### src/rtl/tug_playfield_if.sv
// Tug-of-war playfield bus: two press pulses in; light position, scores,
// round result and match status out.
interface tug_playfield_if #(
  parameter int unsigned N_LIGHTS = 9,
  parameter int unsigned SCORE_W  = 3
);
  logic                l;
  logic                r;
  logic [N_LIGHTS-1:0] lights;
  logic [SCORE_W-1:0]  left_score;
  logic [SCORE_W-1:0]  right_score;
  logic [1:0]          winner;
  logic                game_over;

  // Driver of the press pulses, observer of the game state.
  modport master (
    output l, r,
    input  lights, left_score, right_score, winner, game_over
  );

  // The game core itself.
  modport slave (
    input  l, r,
    output lights, left_score, right_score, winner, game_over
  );
endinterface

### src/rtl/tug_playfield.sv
// Tug-of-war game core: moves a one-hot light on press pulses, detects round
// wins, keeps saturating scores and ends the match when a score hits its max.
// Optional feature macro TUG_AUTO_RESTART_EN: when defined, the WIN pause is a
// fixed RESTART_CYCLES countdown; when undefined, any press leaves WIN.
module tug_playfield #(
  parameter int unsigned N_LIGHTS       = 9,
  parameter int unsigned SCORE_W        = 3,
  parameter int unsigned RESTART_CYCLES = 16
) (
  input logic            i_clk,
  input logic            i_rst,
  tug_playfield_if.slave io_bus
);

  localparam int unsigned         C      = (N_LIGHTS - 1) / 2;
  localparam logic [N_LIGHTS-1:0] CENTRE = N_LIGHTS'(1) << C;
  localparam logic [SCORE_W-1:0]  MAX    = '1;

  localparam logic [1:0] ST_PLAY      = 2'd0;
  localparam logic [1:0] ST_WIN       = 2'd1;
  localparam logic [1:0] ST_MATCH_END = 2'd2;

  localparam logic [1:0] WIN_NONE  = 2'b00;
  localparam logic [1:0] WIN_LEFT  = 2'b10;
  localparam logic [1:0] WIN_RIGHT = 2'b01;

  // Reject geometries without a single centre light or an empty pause.
  if ((N_LIGHTS < 3) || ((N_LIGHTS % 2) == 0) || (RESTART_CYCLES < 1)) begin : g_param_check
    $error("tug_playfield: invalid parameter set");
  end

  logic [1:0]          r_state;
  logic [N_LIGHTS-1:0] r_lights;
  logic [SCORE_W-1:0]  r_left_score;
  logic [SCORE_W-1:0]  r_right_score;
  logic [1:0]          r_winner;
  logic                r_game_over;

  logic [1:0]          w_state_nxt;
  logic [N_LIGHTS-1:0] w_lights_nxt;
  logic [SCORE_W-1:0]  w_left_score_nxt;
  logic [SCORE_W-1:0]  w_right_score_nxt;
  logic [1:0]          w_winner_nxt;
  logic                w_game_over_nxt;

  logic                w_l_only;
  logic                w_r_only;
  logic [SCORE_W-1:0]  w_left_inc;
  logic [SCORE_W-1:0]  w_right_inc;

  assign w_l_only    = io_bus.l & ~io_bus.r;
  assign w_r_only    = io_bus.r & ~io_bus.l;
  // Only reached from PLAY, where a score is always below MAX, so no wrap.
  assign w_left_inc  = r_left_score + SCORE_W'(1);
  assign w_right_inc = r_right_score + SCORE_W'(1);

`ifdef TUG_AUTO_RESTART_EN
  localparam int unsigned     CNT_W    = (RESTART_CYCLES > 1) ? $clog2(RESTART_CYCLES) : 1;
  localparam logic [CNT_W-1:0] CNT_LOAD = CNT_W'(RESTART_CYCLES - 1);

  logic [CNT_W-1:0] r_cnt;
  logic [CNT_W-1:0] w_cnt_nxt;
`endif

  // Next-state logic for the game FSM and all registered outputs.
  always_comb begin
    w_state_nxt       = r_state;
    w_lights_nxt      = r_lights;
    w_left_score_nxt  = r_left_score;
    w_right_score_nxt = r_right_score;
    w_winner_nxt      = r_winner;
    w_game_over_nxt   = r_game_over;
`ifdef TUG_AUTO_RESTART_EN
    w_cnt_nxt         = r_cnt;
`endif

    case (r_state)
      ST_PLAY: begin
`ifdef TUG_AUTO_RESTART_EN
        // Kept loaded while playing so the count is ready on WIN entry.
        w_cnt_nxt = CNT_LOAD;
`endif
        if (w_l_only) begin
          if (r_lights[N_LIGHTS-1]) begin
            w_lights_nxt     = '0;
            w_winner_nxt     = WIN_LEFT;
            w_left_score_nxt = w_left_inc;
            if (w_left_inc == MAX) begin
              w_state_nxt     = ST_MATCH_END;
              w_game_over_nxt = 1'b1;
            end else begin
              w_state_nxt = ST_WIN;
            end
          end else begin
            w_lights_nxt = r_lights << 1;
          end
        end else if (w_r_only) begin
          if (r_lights[0]) begin
            w_lights_nxt      = '0;
            w_winner_nxt      = WIN_RIGHT;
            w_right_score_nxt = w_right_inc;
            if (w_right_inc == MAX) begin
              w_state_nxt     = ST_MATCH_END;
              w_game_over_nxt = 1'b1;
            end else begin
              w_state_nxt = ST_WIN;
            end
          end else begin
            w_lights_nxt = r_lights >> 1;
          end
        end
      end

      ST_WIN: begin
`ifdef TUG_AUTO_RESTART_EN
        if (r_cnt == '0) begin
          w_state_nxt  = ST_PLAY;
          w_lights_nxt = CENTRE;
          w_winner_nxt = WIN_NONE;
        end else begin
          w_cnt_nxt = r_cnt - CNT_W'(1);
        end
`else
        // The exiting press only re-centres; it never moves the light.
        if (io_bus.l || io_bus.r) begin
          w_state_nxt  = ST_PLAY;
          w_lights_nxt = CENTRE;
          w_winner_nxt = WIN_NONE;
        end
`endif
      end

      ST_MATCH_END: begin
        // Terminal until reset.
      end

      default: begin
        w_state_nxt  = ST_PLAY;
        w_lights_nxt = CENTRE;
        w_winner_nxt = WIN_NONE;
      end
    endcase
  end

  // State and output registers with synchronous reset.
  always_ff @(posedge i_clk) begin
    if (i_rst) begin
      r_state       <= ST_PLAY;
      r_lights      <= CENTRE;
      r_left_score  <= '0;
      r_right_score <= '0;
      r_winner      <= WIN_NONE;
      r_game_over   <= 1'b0;
    end else begin
      r_state       <= w_state_nxt;
      r_lights      <= w_lights_nxt;
      r_left_score  <= w_left_score_nxt;
      r_right_score <= w_right_score_nxt;
      r_winner      <= w_winner_nxt;
      r_game_over   <= w_game_over_nxt;
    end
  end

`ifdef TUG_AUTO_RESTART_EN
  // WIN pause countdown.
  always_ff @(posedge i_clk) begin
    if (i_rst) begin
      r_cnt <= CNT_LOAD;
    end else begin
      r_cnt <= w_cnt_nxt;
    end
  end
`endif

  assign io_bus.lights      = r_lights;
  assign io_bus.left_score  = r_left_score;
  assign io_bus.right_score = r_right_score;
  assign io_bus.winner      = r_winner;
  assign io_bus.game_over   = r_game_over;

endmodule

### src/flat_wrapper.sv
// flat-port wrapper written by rule: the top's interface ports become plain ports
module tug_playfield_flat 
#(
  parameter int unsigned N_LIGHTS       = 9,
  parameter int unsigned SCORE_W        = 3,
  parameter int unsigned RESTART_CYCLES = 16
)
  (i_clk, i_rst, io_bus_l, io_bus_r, io_bus_lights, io_bus_left_score, io_bus_right_score, io_bus_winner, io_bus_game_over);
  tug_playfield_if #(.N_LIGHTS(N_LIGHTS), .SCORE_W(SCORE_W)) io_bus_i ();
  input logic i_clk;
  input logic i_rst;
  input wire logic [$bits(io_bus_i.l)-1:0] io_bus_l;
  input wire logic [$bits(io_bus_i.r)-1:0] io_bus_r;
  output wire logic [$bits(io_bus_i.lights)-1:0] io_bus_lights;
  output wire logic [$bits(io_bus_i.left_score)-1:0] io_bus_left_score;
  output wire logic [$bits(io_bus_i.right_score)-1:0] io_bus_right_score;
  output wire logic [$bits(io_bus_i.winner)-1:0] io_bus_winner;
  output wire logic [$bits(io_bus_i.game_over)-1:0] io_bus_game_over;
  assign io_bus_i.l = io_bus_l;
  assign io_bus_i.r = io_bus_r;
  assign io_bus_lights = io_bus_i.lights;
  assign io_bus_left_score = io_bus_i.left_score;
  assign io_bus_right_score = io_bus_i.right_score;
  assign io_bus_winner = io_bus_i.winner;
  assign io_bus_game_over = io_bus_i.game_over;
  tug_playfield #(.N_LIGHTS(N_LIGHTS), .SCORE_W(SCORE_W), .RESTART_CYCLES(RESTART_CYCLES)) u_core (.i_clk(i_clk), .i_rst(i_rst), .io_bus(io_bus_i));
endmodule
### config.mk
export PLATFORM = sky130hd
export DESIGN_NAME = tug_playfield_flat
export DESIGN_NICKNAME = d
export VERILOG_FILES = /design/src/rtl/tug_playfield_if.sv /design/src/rtl/tug_playfield.sv /design/src/flat_wrapper.sv
export SDC_FILE = /design/constraint.sdc
export NUM_CORES = 1
export LEC_CHECK = 0
export ABC_AREA = 1
export CAP_MARGIN = 20
export CORE_MARGIN = 3
export CORE_UTILIZATION = 40
export CTS_CLUSTER_DIAMETER = 30
export DETAILED_ROUTE_END_ITERATION = 8
export HOLD_SLACK_MARGIN = 0.12
export PLACE_DENSITY = 0.69
export SYNTH_ARGS = -nofsm -noshare
export SYNTH_HDL_FRONTEND = slang
export SYNTH_SLANG_ARGS = --single-unit
export TNS_END_PERCENT = 5
### constraint.sdc
create_clock -name i_clk -period 2.1 [get_ports i_clk]
set_input_delay 0.42 -clock i_clk [delete_from_list [all_inputs] [get_ports i_clk]]
set_output_delay 0.42 -clock i_clk [all_outputs]
set_load 0.02 [all_outputs]
==> impl_summary.md <==
Floorplan
The starting utilization of the core area is between 40% and 50%. The die is between 50 and 60 um wide. The core region is about 0.0023 mm2.

The die is between 50 and 60 um tall. The die area is ~0.0032 mm2. The top-level port count is 22.

The row count is 17.

Pwr
Across the VDD grid, the largest voltage drop is 0.000680 V. The clock network accounts for 30.0% of the total power. The power consumption is 0.00106 W. The power density relative to cell area is approximately 800 mW/mm2. In this run, flip-flops and latches consume a little over two fifths of the power. In this run switching power makes up a little under a third of total power. The leakage power total is about 0.59 nW.

Per report_power, the combinational group accounts for 27.3% of the total. The internal power of the cells totals 0.000727 W. The net switching power figure is between 0.0003 and 0.0004 W.

STA
At the pin with the least slew margin, the transition time is 0.399 ns. The final hold violation count was 0. The headroom to the max-slew limit is 73.4%. The shortest clock period the worst path allows after layout is 1.80 ns. The highest clock frequency the design can meet is 0.556 GHz. For the final routed database, the setup TNS stands at 0 ns. Setup violations remaining at the end of the flow were counted as 0.

The total count of max-transition violations in the final report came to 0. Setup repair after global routing left no endpoint under its margin. Across all hold checks on the routed design, the worst slack comes to ~0.47 ns. The clock arrives with 0.00870 ns of skew. The worst path uses between 80% and 90% of the clock period.

Setup path
In this design, the largest share of critical-path delay is due to buffers and inverters. The startpoint-to-endpoint class of the critical path is register to output pin. The worst endpoint required time is around 1.7 ns.

Traced cell by cell, the critical path runs through clkdlybuf4s50_1. The arrival time at the worst endpoint is ~1.4 ns. On the critical path, the stage with the largest delay is an instance of clkdlybuf4s50_1. The critical path buffer and inverter count is 1. The worst-path maximum fanout is 5. The beginning of the worst register-to-register path is u_core.r_state[0]. The highest cell delay on the worst timing path is about 0.64 ns. The critical path starts at u_core.io_bus.lights[8]. The worst setup path is captured at an output pin. The worst setup path is launched from a register.

CTS
The number of hold buffers added after CTS was 0. TritonCTS built the clock tree. The TritonCTS sink count is 20. After clock tree synthesis, the clock-pin slew on the worst setup and hold paths is between 0.1 and 0.15 ns. Once the clock tree was built, the resizer swapped 0 gates to a different size. The cell chosen for the clock root is clkbuf_4. The clock reaches the later pin of the worst-skew pair after between 0.3 and 0.4 ns. Buffers inserted during clock tree synthesis total 3. The CTS H-tree depth is 1.

The post-CTS repair timing setup buffer count is 0. In this run the deepest clock path goes through 2 buffers.

Logic synthesis
After synthesis, the share of flip-flops with an asynchronous set or reset is 0%. The sequential element share of the synthesized area is roughly two fifths. The number of different library cells used by synthesis comes to 19. The gate count after technology mapping is roughly 140. The per-instance average area after synthesis is between 7 and 8 um2.

After synthesis the cells add up to ~0.0010 mm2. Ranked by instance count, the synthesized netlist is headed by 31 x nand2_1, 20 x a21oi_1, 20 x dfxtp_1, 18 x inv_1, 15 x o21ai_0. In the post-synthesis netlist, the biggest area contributors are dfxtp_1 39%, nand2_1 11%, a21oi_1 9.7%, o21ai_0 7.3%, inv_1 6.5%. The cell with the most instances after synthesis is nand2_1. Among all flip-flop cells after synthesis, the most frequent one is dfxtp_1. In this run the biggest area consumer among cell types represents 38.8% of the synthesized area. The number of nets in the synthesized netlist is about 150. Yosys printed 0 warnings. The synthesized design contains 0 enable-type register cells. The number of flip-flops and latches in the synthesized netlist is 20. The dominant cell type by area after synthesis is dfxtp_1.

Global route
For this run the aggregate overflow at the end of global routing stands at 0. The largest net degree at the start of global routing is 17. Global routing consumed, over all layers together, approximately 14% of the routing resources. The number of antenna violations at the first check in global routing is 0. The number of global-route vias before repair was a little under 900. The global-route wire length before repair is roughly 3800 um.

Status
The flow ran to the end, and the final reports show no timing, DRC or antenna violations.

Layout
The multi-input combinational cell area is 556 um2. The growth of design area from synthesis to finish is 28.4%. The net total in the final layout is about 180. Of the cells placed in the final design, the portion with a size suffix greater than 1 is approximately 8.9%. The layout has approximately 220 filler cells. The antenna cell count is 0.

The footprint of the flip-flops and latches is roughly 400 um2.

Placement
The weighted congestion reported at the end of routability-driven placement is approximately 0.87. The total half-perimeter wirelength after legalization and detailed placement is 1680 um. The total of buffers placed on input and output ports is 21.

Drt
The routed metal-1 wire length is between 1000 and 1500 um. After detailed routing, the met3 layer carries 125 um of wire. The first-pass iteration count of the detailed router is 4.

After detailed routing, the number of vias per cell comes to between 4 and 5. The number of vias after detailed routing is 970. The top metal layer carrying routed signals is met4. The per-cell routed wire length is around 11 um. Detailed routing placed a total of 983 um of wire on met2. For this run, design rule violations remaining after detail routing come to 0. For this block, the routed nets add up to between 2000 and 2500 um of wire. In this run, the number of DRC markers left after iteration 0 of detailed routing was 21. The number of routed nets with antenna violations is 0.

Job
The number of maximum-capacitance constraint violations is 0.

Worst hold path
The worst hold path begins at u_core.io_bus.game_over. The min-delay analysis places its worst path in the category register to register.
## registers in the layout, indices dropped and copies added, names as in the netlist
register                   flops
u_core.io_bus.winner           2
u_core.io_bus.right_score      3
u_core.io_bus.left_score       3
u_core.r_state                 2
u_core.io_bus.lights           9
u_core.io_bus.game_over        1
## cell families (layout without fill, tap and decap cells)
kind of cell / count (synthesis) / in the layout / share of synthesized area, %
AOI/OAI and AO/OA: 36 / 36 / 17.7
xor gates and xnor gates: 1 / 1 / 0.849
adders and majority gates: 4 / 4 / 4.85
buffers and inverters: 20 / 44 / 7.39
DFF: 20 / 20 / 38.8
and+or+nand+nor: 63 / 63 / 30.4
## layer usage
| metal | up-vias | global-route usage, % |
|---|---|---|
| li1 | 516 | - |
| met1 | 429 | 18.9 |
| met2 | 21 | 23.3 |
| met3 | 4 | 4.37 |
| met4 | 0 | 2.98 |
| met5 | - | 0 |
## final timing paths
check,end,slack [ns],cells past startpoint
max,io_bus_lights[8],0.30,1
min reg2reg,u_core.io_bus.game_over,0.47,2
max reg2reg,u_core.io_bus.winner[0],0.83,7
min,u_core.io_bus.game_over,0.47,2
## cells in the final DEF (no fill, tap or decap), types with 2 or more instances in the layout
cell	instances
inv_1	18
nand2_1	31
nand3_2	2
dfxtp_1	20
nor2_4	3
ha_1	4
clkdlybuf4s50_1	21
a21oi_1	20
nand2_2	2
nand3_1	9
clkbuf_4	3
o21ai_0	15
nor2_1	12
## cell type report
class / count / area share (%)
well taps: 28 / 2.64
repair buffers: 21 / 15.9
clock buffers: 3 / 1.70
flip-flops and latches: 20 / 30.2
inverters: 19 / 5.38
clock inverters: 1 / 2.27
multi-input cells: 104 / 41.9
## through the flow
step	std cells	area [um2]	setup slack [ns]	utilization [%]
final	196	1330	0.303	57.2
after global routing	196	1330	0.260	57.2
after CTS	196	1330	0.292	57.2
after detailed placement	192	1270	0.267	54.9
after global placement	192	1270	0.268	54.9
after floorplan	144	1030	0.888	-
## power groups by stage
stage	clock network, W	registers [W]	logic [W]
floorplan	0	0.000495	0.000147
global placement	0	0.000461	0.000288
detailed placement	0	0.000460	0.000290
CTS	0.000321	0.000452	0.000291
global route	0.000333	0.000459	0.000322
finish	0.000317	0.000452	0.000289
Note: power is estimated with default switching activity, not from simulation.
